<file path="src/rtl/key_event_ctrl.sv">
// Key event classifier: turns a debounced key level into single-click, double-click,
// long-press and auto-repeat pulses, with a busy flag while a gesture is in progress.
module key_event_ctrl #(
  parameter int unsigned LONG_T = 50_000_000,
  parameter int unsigned DBL_T  = 15_000_000,
  parameter int unsigned REP_T  = 10_000_000
) (
  input  logic clk,
  input  logic rst_n,
  input  logic key_level,
  output logic short_press,
  output logic double_click,
  output logic long_press,
  output logic repeat_pulse,
  output logic busy
);

  typedef enum logic [2:0] {
    IDLE,
    PRESS1,
    WAIT2,
    PRESS2,
    LONG
  } state_e;

  state_e      state_q, state_d;
  logic [31:0] cnt_q, cnt_d;
  logic        key_dly_q;
  logic        short_q, double_q, long_q, repeat_q, busy_q;
  logic        short_d, double_d, long_d, repeat_d;

  // Key level is active-low, so a press is a 1->0 transition.
  logic press_det, rel_det;
  assign press_det = key_dly_q & ~key_level;
  assign rel_det   = ~key_dly_q & key_level;

  logic long_hit, dbl_hit, rep_hit;
  assign long_hit = (cnt_q == LONG_T - 1);
  assign dbl_hit  = (cnt_q == DBL_T - 1);
  assign rep_hit  = (cnt_q == REP_T - 1);

  // key_dly_q resets to 1 so a key already held at reset release is seen as a press.
  // NOTE: sequential state uses non-blocking assignments so every register samples
  // the pre-edge values of the others, independent of statement order.
  always_ff @(posedge clk or negedge rst_n) begin
    if (!rst_n) begin
      state_q   <= IDLE;
      cnt_q     <= '0;
      key_dly_q <= 1'b1;
      short_q   <= 1'b0;
      double_q  <= 1'b0;
      long_q    <= 1'b0;
      repeat_q  <= 1'b0;
      busy_q    <= 1'b0;
    end else begin
      state_q   <= state_d;
      cnt_q     <= cnt_d;
      key_dly_q <= key_level;
      short_q   <= short_d;
      double_q  <= double_d;
      long_q    <= long_d;
      repeat_q  <= repeat_d;
      busy_q    <= (state_d != IDLE);
    end
  end

  // Key edges always take priority over counter expiry in the same cycle.
  // NOTE: every combinational output gets a default first, so no path leaves a
  // signal unassigned and no latch is inferred.
  always_comb begin
    state_d = state_q;
    cnt_d   = cnt_q;
    unique case (state_q)
      IDLE: begin
        if (press_det) begin
          state_d = PRESS1;
          cnt_d   = '0;
        end
      end
      PRESS1: begin
        if (rel_det) begin
          state_d = WAIT2;
          cnt_d   = '0;
        end else if (long_hit) begin
          state_d = LONG;
          cnt_d   = '0;
        end else begin
          cnt_d = cnt_q + 32'd1;
        end
      end
      WAIT2: begin
        if (press_det) begin
          state_d = PRESS2;
          cnt_d   = '0;
        end else if (dbl_hit) begin
          state_d = IDLE;
          cnt_d   = '0;
        end else begin
          cnt_d = cnt_q + 32'd1;
        end
      end
      PRESS2: begin
        if (rel_det) begin
          state_d = IDLE;
        end
      end
      LONG: begin
        if (rel_det) begin
          state_d = IDLE;
          cnt_d   = '0;
        end else if (rep_hit) begin
          cnt_d = '0;
        end else begin
          cnt_d = cnt_q + 32'd1;
        end
      end
      default: begin
        state_d = IDLE;
        cnt_d   = '0;
      end
    endcase
  end

  // Pulse decisions mirror the transition priorities, so at most one fires per cycle.
  always_comb begin
    short_d  = 1'b0;
    double_d = 1'b0;
    long_d   = 1'b0;
    repeat_d = 1'b0;
    unique case (state_q)
      PRESS1:  long_d   = ~rel_det & long_hit;
      WAIT2: begin
        double_d = press_det;
        short_d  = ~press_det & dbl_hit;
      end
      LONG:    repeat_d = ~rel_det & rep_hit;
      default: ;
    endcase
  end

  assign short_press  = short_q;
  assign double_click = double_q;
  assign long_press   = long_q;
  assign repeat_pulse = repeat_q;
  assign busy         = busy_q;

endmodule

</file>
<file path="config.mk">
export PLATFORM = sky130hd
export DESIGN_NAME = key_event_ctrl
export DESIGN_NICKNAME = d
export VERILOG_FILES = /design/src/rtl/key_event_ctrl.sv
export SDC_FILE = /design/constraint.sdc
export NUM_CORES = 1
export LEC_CHECK = 0
export CORE_MARGIN = 1.5
export CORE_UTILIZATION = 40
export CTS_BUF_LIST = sky130_fd_sc_hd__clkbuf_4
export DETAILED_ROUTE_END_ITERATION = 8
export PLACE_DENSITY = 0.64
export SETUP_SLACK_MARGIN = 0.02
export SLEW_MARGIN = 5
export SYNTH_ARGS = -nofsm -noshare
export SYNTH_HDL_FRONTEND = slang
export SYNTH_SLANG_ARGS = --single-unit
</file>
<file path="constraint.sdc">
create_clock -name clk -period 2.45 [get_ports clk]
set_clock_uncertainty 0.05 [all_clocks]
set_input_delay 0.49 -clock clk [delete_from_list [all_inputs] [get_ports clk]]
set_output_delay 0.49 -clock clk [all_outputs]
set_load 0.05 [all_outputs]
</file>
==> metrics.txt <==
post-synthesis adder-cell area fraction 0.518%; Core Area 0.00589 sq mm; Clock Sinks 41; Pint 0.00106 W; Crit. Startpoint cnt_q[14]; die span in x 80.7 um; yosys warns 0; FF-to-FF End cnt_q[2]; crit-path max FO 6; Worst R2R Start cnt_q[14]; synthesized instance count 272; Residual DRC 0; async set-or-reset flop fraction in the synthesized netlist 100%; worst relative slew slack 63.9%; DR WL/cell 16.4 um; Worst-path clk slew 130 ps; first-pass GRT wire length 10,600 um; Die Height 80.7 um; slowest stage delay, CP 550 ps; hold slack final 486 ps; RSZ-0062 raised after global routing yes; cts bufs inserted 5; cells along the critical path nand2_1 > or4_4 > nor4_4 > o211ai_4 > buf_4 > buf_4 > o21ai_0 > o22ai_1; pin count of the biggest net entering global routing 24; worst vdd ir 0.300 mV; commonest non-fill, non-tap cell in the layout dfrtp_1; Max Cap Viol 0; vias after detailed routing 2,233; WL final 6370 um; Top FF cell, synth dfrtp_1; syn_nets 276; H-tree Lvls 2; initial core utilization 41.0%; register area 0.00103 sq mm; CP max-delay cell or4_4; post-synthesis xor/xnor area fraction 2.90%; Syn Area/Cell 8.88 sq um; Synth Area in Simple Gates 32.2%; status complete, no violations; total die area 0.00651 sq mm; row count 28; hpwl dp 4600 um; Tot Pwr 0.00166 W; initial antenna violation count 0; Multi-input gate area 0.00131 sq mm; Synth Area in Compound Gates 16.6%; number of synthesized flops with an enable pin 0; kind of end point of the critical path flop; PD cells 570 mW/mm^2; commonest non-fill, non-tap cells in the layout dfrtp_1 (39), buf_4 (37), nand2_1 (28), nor2_1 (22); clock latency on the worst-skew pair 360 ps; Sw Ratio 36.2%; # IOs 8; Antenna diodes 0; # nets final 316; post-synthesis cell type count 51; Gate power share 34.3%; DR pass1 iterations 4; final total negative setup slack 0 ps; Sequential Power Share 45.5%; clock share of power 20.2%; antenna viol nets, final 0; largest family of logic cells by synthesized area simple AND/OR/NAND/NOR gates; Crit Path Category reg -> reg; routability-driven placement congestion ratio 0.877; worst path required time 2650 ps; vias in the first global route 2,080; share of cells above drive strength 1 20.1%; DR iter-0 viols 128; Worst R2R Path Depth 8; Final Max Tran Viols 0; Worst Path Arrival 2570 ps; Syn Std Cell Area 0.00241 sq mm; Tightest Pin Transition 541 ps; most used cell, CP buf_4; Total GRT Usage 21.8%; Fmax 423 MHz; fill cell count 574; HP Class in -> async; Area Growth Syn to Fin 20.4%; Seq cells post-synth 41; reg-to-reg slack, setup 80 ps; TritonCTS clock tree built; Vias/cell 5.76; leakage dissipation 1.15 nW; IO Port Bufs 7; clk root buf clkbuf_4; multiplexer area fraction after synthesis 1.24%; final hold vios 0; Final Setup Violations 0; Final min period 2370 ps; fin crit share 96.6%; NetSw 0.000599 W; CP Launch Type flop; Max clock buf depth 2; Seq/Total Area, Yosys 42.5%; grt total ovfl 0
[per-stage QoR]
stage	setup WS, ps	util, %	std cells	cell area [sq um]
2_1_floorplan	161	-	272	2410
3_3_place_gp	-121	47.5	377	2800
3_5_place_dp	-151	47.5	377	2800
4_1_cts	20.4	48.5	386	2860
5_1_grt	10.6	49.4	388	2910
6_report	84.3	49.4	388	2910
[metal layers]
layer  up-vias  track usage, %  wire (um)
li1       1094               -          -
met1      1059            31.3       3090
met2        68            32.9       2830
met3        12            3.18        327
met4         0            8.62        123
met5         -               0          0
[worst max-delay path: cells and delay by family (launching register included)]
kind,cells,cell delay (ps)
buffers and inverters,2,300
AOI/OAI and AO/OA,3,430
and+or+nand+nor,3,1020
DFF,1,440
[power by group through the flow]
| stage | Sequential, W | Combinational, W | Clock, W |
|---|---|---|---|
| floorplan | 0.000780 | 0.000283 | 0 |
| global placement | 0.000763 | 0.000517 | 0 |
| detailed placement | 0.000763 | 0.000522 | 0 |
| CTS | 0.000751 | 0.000523 | 0.000344 |
| global route | 0.000759 | 0.000610 | 0.000370 |
| finish | 0.000753 | 0.000569 | 0.000334 |
[worst max path at each step]
stage	to	slack, ps	cells after the start
2_1_floorplan	cnt_q[3]	160	9
3_3_place_gp	cnt_q[31]	-120	8
3_5_place_dp	cnt_q[8]	-150	6
4_1_cts	cnt_q[3]	20	6
5_1_grt	cnt_q[3]	10	6
6_report	cnt_q[2]	80	8
[synth_stat cells (6+ instances only)]
| cell type | n | share of area, % |
|---|---|---|
| clkbuf_1 | 9 | 1.4 |
| o221ai_1 | 8 | 2.9 |
| nand3_1 | 16 | 3.3 |
| nor2_1 | 22 | 3.4 |
| a21oi_1 | 6 | 1.2 |
| and3_1 | 8 | 2.1 |
| nand2_1 | 28 | 4.4 |
| dfrtp_1 | 40 | 41 |
| nor3_1 | 18 | 3.7 |
| o31ai_1 | 8 | 2.5 |
| nand4_1 | 11 | 2.8 |
| o21ai_0 | 13 | 2.7 |
[cells by family after synthesis]
group | Yosys count
AO/OA/AOI/OAI | 57
adder cells (fa/ha/maj) | 1
AND/OR/NAND/NOR | 142
flip-flops | 41
multiplexers | 3
XOR/XNOR | 8
buffers and inverters | 20
[area by class of cell]
cell class	count	share of cell area, %
clock buffers	5	1.29
clock inverters	3	0.430
inverters	5	0.645
multi-input cells	211	45.1
flip-flops and latches	41	35.4
well taps	75	3.23
repair buffers	48	13.9
[timing repair]
item | 4_1_cts | 5_1_grt
hold endpoints to repair | 12 | 0
buffers inserted | 0 | 2
resized for setup | 0 | 5
setup endpoints to repair | 0 | 21
hold buffers | 1 | 0
[registers in the layout, summed over array words and instances (netlist names)]
| signal | count |
|---|---|
| cnt_q | 32 |
| state_q | 3 |
| busy | 1 |
| double_click | 1 |
| key_dly_q | 1 |
| long_press | 1 |
| repeat_pulse | 1 |
| short_press | 1 |
Note: power is estimated with default switching activity, not from simulation.
